File: src/rtl/flopr_pipe.sv
// flopr_pipe: parametrised resettable register pipeline with valid/ready flow
// control and bubble collapsing. Each stage holds one word plus a valid bit.
// Optional feature macro: FLOPR_PIPE_OCC_EN adds a registered occupancy port.
module flopr_pipe #(
    parameter int unsigned W         = 8,
    parameter int unsigned DEPTH     = 3,
    parameter logic [W-1:0] RESET_VAL = '0
) (
    input  logic         clk,
    input  logic         reset,
    input  logic         flush,
    input  logic         in_valid,
    output logic         in_ready,
    input  logic [W-1:0] in_data,
    output logic         out_valid,
    input  logic         out_ready,
`ifdef FLOPR_PIPE_OCC_EN
    output logic [$clog2(DEPTH+1)-1:0] occupancy,
`endif
    output logic [W-1:0] out_data
);

    localparam int unsigned OCC_W = $clog2(DEPTH + 1);

    // A zero-depth pipeline has no output register to drive from.
    if (DEPTH < 1) begin : g_depth_check
        $error("flopr_pipe: DEPTH must be >= 1");
    end

    logic [DEPTH-1:0] v_q;
    logic [DEPTH-1:0] v_d;
    logic [DEPTH-1:0] adv_c;
    logic [W-1:0]     d_q [DEPTH];
    logic [W-1:0]     d_d [DEPTH];

    // Advance chain: a stage may load when it is empty or its successor moves.
    always_comb begin
        adv_c = '0;
        adv_c[DEPTH-1] = ~v_q[DEPTH-1] | out_ready;
        for (int i = int'(DEPTH) - 2; i >= 0; i--) begin
            adv_c[i] = ~v_q[i] | adv_c[i+1];
        end
    end

    assign in_ready  = adv_c[0] & ~flush;
    assign out_valid = v_q[DEPTH-1];
    assign out_data  = d_q[DEPTH-1];

    // Next-state: shift advancing stages, keep data on bubbles, clear valids on flush.
    always_comb begin
        v_d = v_q;
        d_d = d_q;
        if (adv_c[0]) begin
            v_d[0] = in_valid;
            if (in_valid) begin
                d_d[0] = in_data;
            end
        end
        for (int i = 1; i < int'(DEPTH); i++) begin
            if (adv_c[i]) begin
                v_d[i] = v_q[i-1];
                if (v_q[i-1]) begin
                    d_d[i] = d_q[i-1];
                end
            end
        end
        if (flush) begin
            v_d = '0;
            d_d = d_q;
        end
    end

    // Stage registers; reset discards all in-flight words immediately.
    always_ff @(posedge clk or posedge reset) begin
        if (reset) begin
            v_q <= '0;
            for (int i = 0; i < int'(DEPTH); i++) begin
                d_q[i] <= RESET_VAL;
            end
        end else begin
            v_q <= v_d;
            for (int i = 0; i < int'(DEPTH); i++) begin
                d_q[i] <= d_d[i];
            end
        end
    end

`ifdef FLOPR_PIPE_OCC_EN
    logic [OCC_W-1:0] occ_q;
    logic [OCC_W-1:0] occ_d;
    logic             in_fire_c;
    logic             out_fire_c;

    assign in_fire_c  = in_valid & in_ready;
    assign out_fire_c = out_valid & out_ready;
    assign occupancy  = occ_q;

    // Occupancy tracks handshakes; both or neither leave it unchanged.
    always_comb begin
        occ_d = occ_q;
        if (flush) begin
            occ_d = '0;
        end else if (in_fire_c && !out_fire_c) begin
            occ_d = occ_q + OCC_W'(1);
        end else if (!in_fire_c && out_fire_c) begin
            occ_d = occ_q - OCC_W'(1);
        end
    end

    // Occupancy counter register.
    always_ff @(posedge clk or posedge reset) begin
        if (reset) begin
            occ_q <= '0;
        end else begin
            occ_q <= occ_d;
        end
    end

    // Counter must always agree with the number of valid stages.
    occ_matches_valids: assert property (@(posedge clk) disable iff (reset)
        occ_q == OCC_W'($countones(v_q)));
`endif

endmodule

File: config.mk
export PLATFORM = sky130hd
export DESIGN_NAME = flopr_pipe
export DESIGN_NICKNAME = d
export VERILOG_FILES = /design/src/rtl/flopr_pipe.sv
export SDC_FILE = /design/constraint.sdc
export NUM_CORES = 1
export LEC_CHECK = 0
export ABC_CLOCK_PERIOD_IN_PS = 1700
export CAP_MARGIN = 20
export CORE_MARGIN = 2
export CORE_UTILIZATION = 50
export DETAILED_ROUTE_END_ITERATION = 12
export PLACE_DENSITY_LB_ADDON = 0.3
export REMOVE_ABC_BUFFERS = 1
export SYNTH_ARGS = -nofsm -noshare
export SYNTH_HDL_FRONTEND = slang
export SYNTH_SLANG_ARGS = --single-unit
File: constraint.sdc
create_clock -name clk -period 1.7 [get_ports clk]
set_input_delay 0.255 -clock clk [delete_from_list [all_inputs] [get_ports clk]]
set_output_delay 0.255 -clock clk [all_outputs]
set_load 0.02 [all_outputs]
* After elaboration in Yosys (flattened, before gate mapping)
Index checks and enable logic that the tools add are counted.
** Cells by class
- Mux-type cells :: 4
- Bitwise logic cells :: 8
- Reductions and logical operators :: 6
** Operators with widths (number)
- 3-bit AND reduction :: 3
- 2-bit nonzero test :: 3
- 1-bit inverter :: 4
- 1-bit two-way mux :: 3
- 3-bit two-way mux :: 1
- 1-bit OR :: 3
- 1-bit AND :: 1
** Word-level totals
- Bits in registers :: 27
- Logic and storage cells :: 24

* Longest topological paths before layout
- Word-level depth :: 6
- Gate-level depth with buffers :: 5
- Depth with buffers taken out :: 3

* Worst setup path before layout
OpenSTA, ideal clock, no wires.
- Kind :: flip-flop to flip-flop
- Start point :: reg v_q[2]
- End point :: reg d_q[16] (netlist bit)
- Arrival time :: 1483 ps
- Setup slack :: 92 ps
- Stages on the path, launching flop included :: 6
- Buffers on the path :: 2
- Cell sequence :: dfrtp_1 -> nor2b_4 -> buf_6 -> a311o_1 -> buf_6 -> mux2_4
** Between the ends
- Cells in the longest elaborated chain, start to end :: 5
** RTL lines
- start: declaration :: line 30 : logic [DEPTH-1:0] v_q;
- start signal: assignment :: line 81 : v_q <= v_d;
- 1-bit inverter :: line 39 : adv_c[DEPTH-1] = ~v_q[DEPTH-1] | out_ready;
- 1-bit OR :: line 39
- 1-bit OR (2 in series) :: line 41 : adv_c[i] = ~v_q[i] | adv_c[i+1];
- 3-bit AND reduction (no source line)
- end signal: indexed assignment :: line 83 : d_q[i] <= d_d[i];
- end: declaration :: line 33 : logic [W-1:0] d_q [DEPTH];
No other way between the ends.
A chain may end at the register's enable or synchronous reset.

* Final worst setup path
- Start point :: reg v_q[2]
- End point :: out in_ready
** Between the ends
- Cells in the longest elaborated chain, start to end :: 5
** RTL lines
- 1-bit inverter :: line 39
- 1-bit OR :: line 39
- 1-bit OR (2 in series) :: line 41
- 1-bit AND :: line 45 : assign in_ready = adv_c[0] & ~flush;
- end: declaration :: line 13 : output logic in_ready,
No other way between the ends.

==> impl_metrics.json <==
{
  "overflow": 0,
  "switching_share_pct": 27.7,
  "p_leak_nw": 0.646,
  "core-area_um2": 2210,
  "fp.dieH_um": 52.4,
  "ios": 23,
  "crit_end": "in_ready",
  "required_ps": 1440,
  "crit_start": "v_q[2]",
  "grtUsageTotal_pct": 14.8,
  "ant_nets": 0,
  "grt_first_pass_wirelength_mm": 2.90,
  "synth.avg_cell_area_um2": 15.2,
  "min_period_ps": 1600,
  "yosys_warnings": 0,
  "setup_viol": 0,
  "rows": 17,
  "cap_violations": 0,
  "clockPowerShare_pct": 15.9,
  "crit_fanout": 6,
  "slew_viol_final": 0,
  "grt_max_degree": 28,
  "clkSlewWorstSetupHoldPaths_ps": 130,
  "cts_tree": "built",
  "end_kind": "output pin",
  "p_int_mw": 1.21,
  "ctsHoldBuffers": 0,
  "layout-drive-gt1-share_pct": 39.0,
  "first_pass_iters": 2,
  "viasPerCell": 5.14,
  "layoutNonFillerInstCount": 128,
  "finalWirelength_mm": 1.70,
  "antenna_found_initial": 0,
  "syn_to_final_growth_pct": 21.4,
  "fin_ws_ps": 105,
  "period_share_pct": 93.8,
  "drc": 0,
  "die_x_um": 52.4,
  "nets": 114,
  "antennaDiodeCount": 0,
  "peakVddDrop_mv": 0.641,
  "clock_skew_ps": 0.770,
  "ys_ff_latch": 27,
  "dp_cells": 124,
  "wl_per_cell_um": 13.3,
  "status": "completed",
  "grt_pass1_vias": 649,
  "dp_hpwl_mm": 1.28,
  "p_sw_mw": 0.465,
  "synth_cell_types": 14,
  "first_iter_violations": 2,
  "gp_congestion": 0.775,
  "cts_sinks": 27,
  "max_stage_delay_ps": 410,
  "pre_cts_slack_ps": -158,
  "htree_levels": 1,
  "io_buffers": 22,
  "hold_violations": 0,
  "vias": 658,
  "r2r_start": "v_q[2]",
  "rsz0062_at_grt": "false",
  "synth_seq_area_share_pct": 57.7,
  "ff2ff_path_depth": 4,
  "worst-path-buf-inv": 1,
  "arrival_ps": 1340,
  "rrSetupSlack_ps": 200,
  "timing_worst_slew_pin_value_ps": 327,
  "slew_headroom_pct": 78.2,
  "cts_buffers": 3,
  "cp_slowest_cell": "dfrtp_1",
  "p_seq_share_pct": 52.9,
  "initial_core_util_pct": 52.9,
  "power_density_nw_per_um2": 1180,
  "path_class": "reg -> out",
  "combPwrFrac_pct": 31.2,
  "clk_latency_ps": 320,
  "netlist_instances": 77,
  "crit_cells": 3,
  "rr_endpoint": "d_q[8]",
  "crit_chain": "nor2b_4, a31oi_1, clkdlybuf4s15_1",
  "die_area_um2": 2750,
  "worstHoldPathType": "in -> async",
  "path_delay_family": "flip-flops",
  "cp-start-kind": "register",
  "timing.fmax_mhz": 627,
  "clockRootBuffer": "clkbuf_4",
  "clockBufferDepth": 2,
  "netlist_area_um2": 1170
}
[cell usage after synthesis, drive strengths merged]
master | n | area share, %
a211o | 1 | 0.85
nor2 | 4 | 1.3
dfrtp | 27 | 58
a31oi | 2 | 1.1
nor3b | 1 | 1.6
inv | 3 | 0.96
a311o | 1 | 0.85
nor2b | 1 | 1.2
mux2 | 24 | 26
buf | 12 | 8.4
a21oi | 1 | 0.43
[cells in the final DEF, fill, tap and decap left out, drive strengths merged]
master,instances
clkdlybuf4s15,1
mux2,24
a31oi,2
nor2,4
a211o,1
clkdlybuf4s50,21
a311o,1
a21oi,1
nor2b,1
inv,3
dfrtp,27
nor3b,1
buf,9
clkbuf,4
[cell families (layout without fill, tap and decap cells)]
group / count (synthesis) / after routing / share of synthesized area [%]
buf+inv: 15 / 38 / 9.40
flops: 27 / 27 / 57.7
compound gates: 5 / 5 / 3.20
simple gates: 6 / 6 / 4.06
mux: 24 / 24 / 25.6
[layout make-up]
class | instances | area (um2)
flip-flops and latches | 27 | 676
fillers | 196 | 791
repair buffers | 31 | 288
inverters | 3 | 11.3
clock buffers | 4 | 26.3
well taps | 28 | 35.0
multi-input cells | 35 | 385
[routing by layer]
metal	GRT usage, %	part of all wire, %	vias up
li1	-	-	299
met1	19.2	45	341
met2	23.1	48	13
met3	3.43	4.2	5
met4	7.69	2.6	0
met5	0	0	-
[metrics by stage]
stage | hold WS [ps] | setup TNS [ps] | power [mW] | utilization (%) | cell area [um2]
detailed placement | 488 | -2150 | 1.44 | 63.1 | 1400
finish | 265 | 0 | 1.68 | 64.3 | 1420
floorplan | 308 | 0 | 1.18 | - | 1070
global placement | 480 | -1970 | 1.42 | 63.1 | 1400
global route | 290 | 0 | 1.77 | 64.3 | 1420
CTS | 267 | 0 | 1.70 | 64.2 | 1420
[registers in the layout, summed over array words and instances, names as in the netlist]
register	flops
out_data	8
d_q	16
v_q	3
[worst min-delay path by stage]
stage                        endpoint
after floorplan               d_q[10]
after global placement    out_data[2]
after detailed placement  out_data[3]
after CTS                 out_data[0]
after global routing      out_data[4]
final                         d_q[18]
[worst register-to-register path: stages, from the launching register on]
cell,delay (ps)
dfrtp_1,410
nor2b_4,150
buf_4,130
a211o_2,420
mux2_2,300
[power by group through the flow]
stage / logic, mW / registers, mW / clock network (mW)
finish: 0.524 / 0.887 / 0.267
global route: 0.559 / 0.913 / 0.303
CTS: 0.532 / 0.892 / 0.279
detailed placement: 0.531 / 0.907 / 0
global placement: 0.520 / 0.896 / 0
floorplan: 0.191 / 0.988 / 0
[repair_timing]
action,4_1_cts,5_1_grt
gates cloned,0,0
setup buffers,0,0
gates resized for setup,1,1
endpoints found under the setup margin,1,1
No activity file was read; power rests on OpenSTA's default activity.
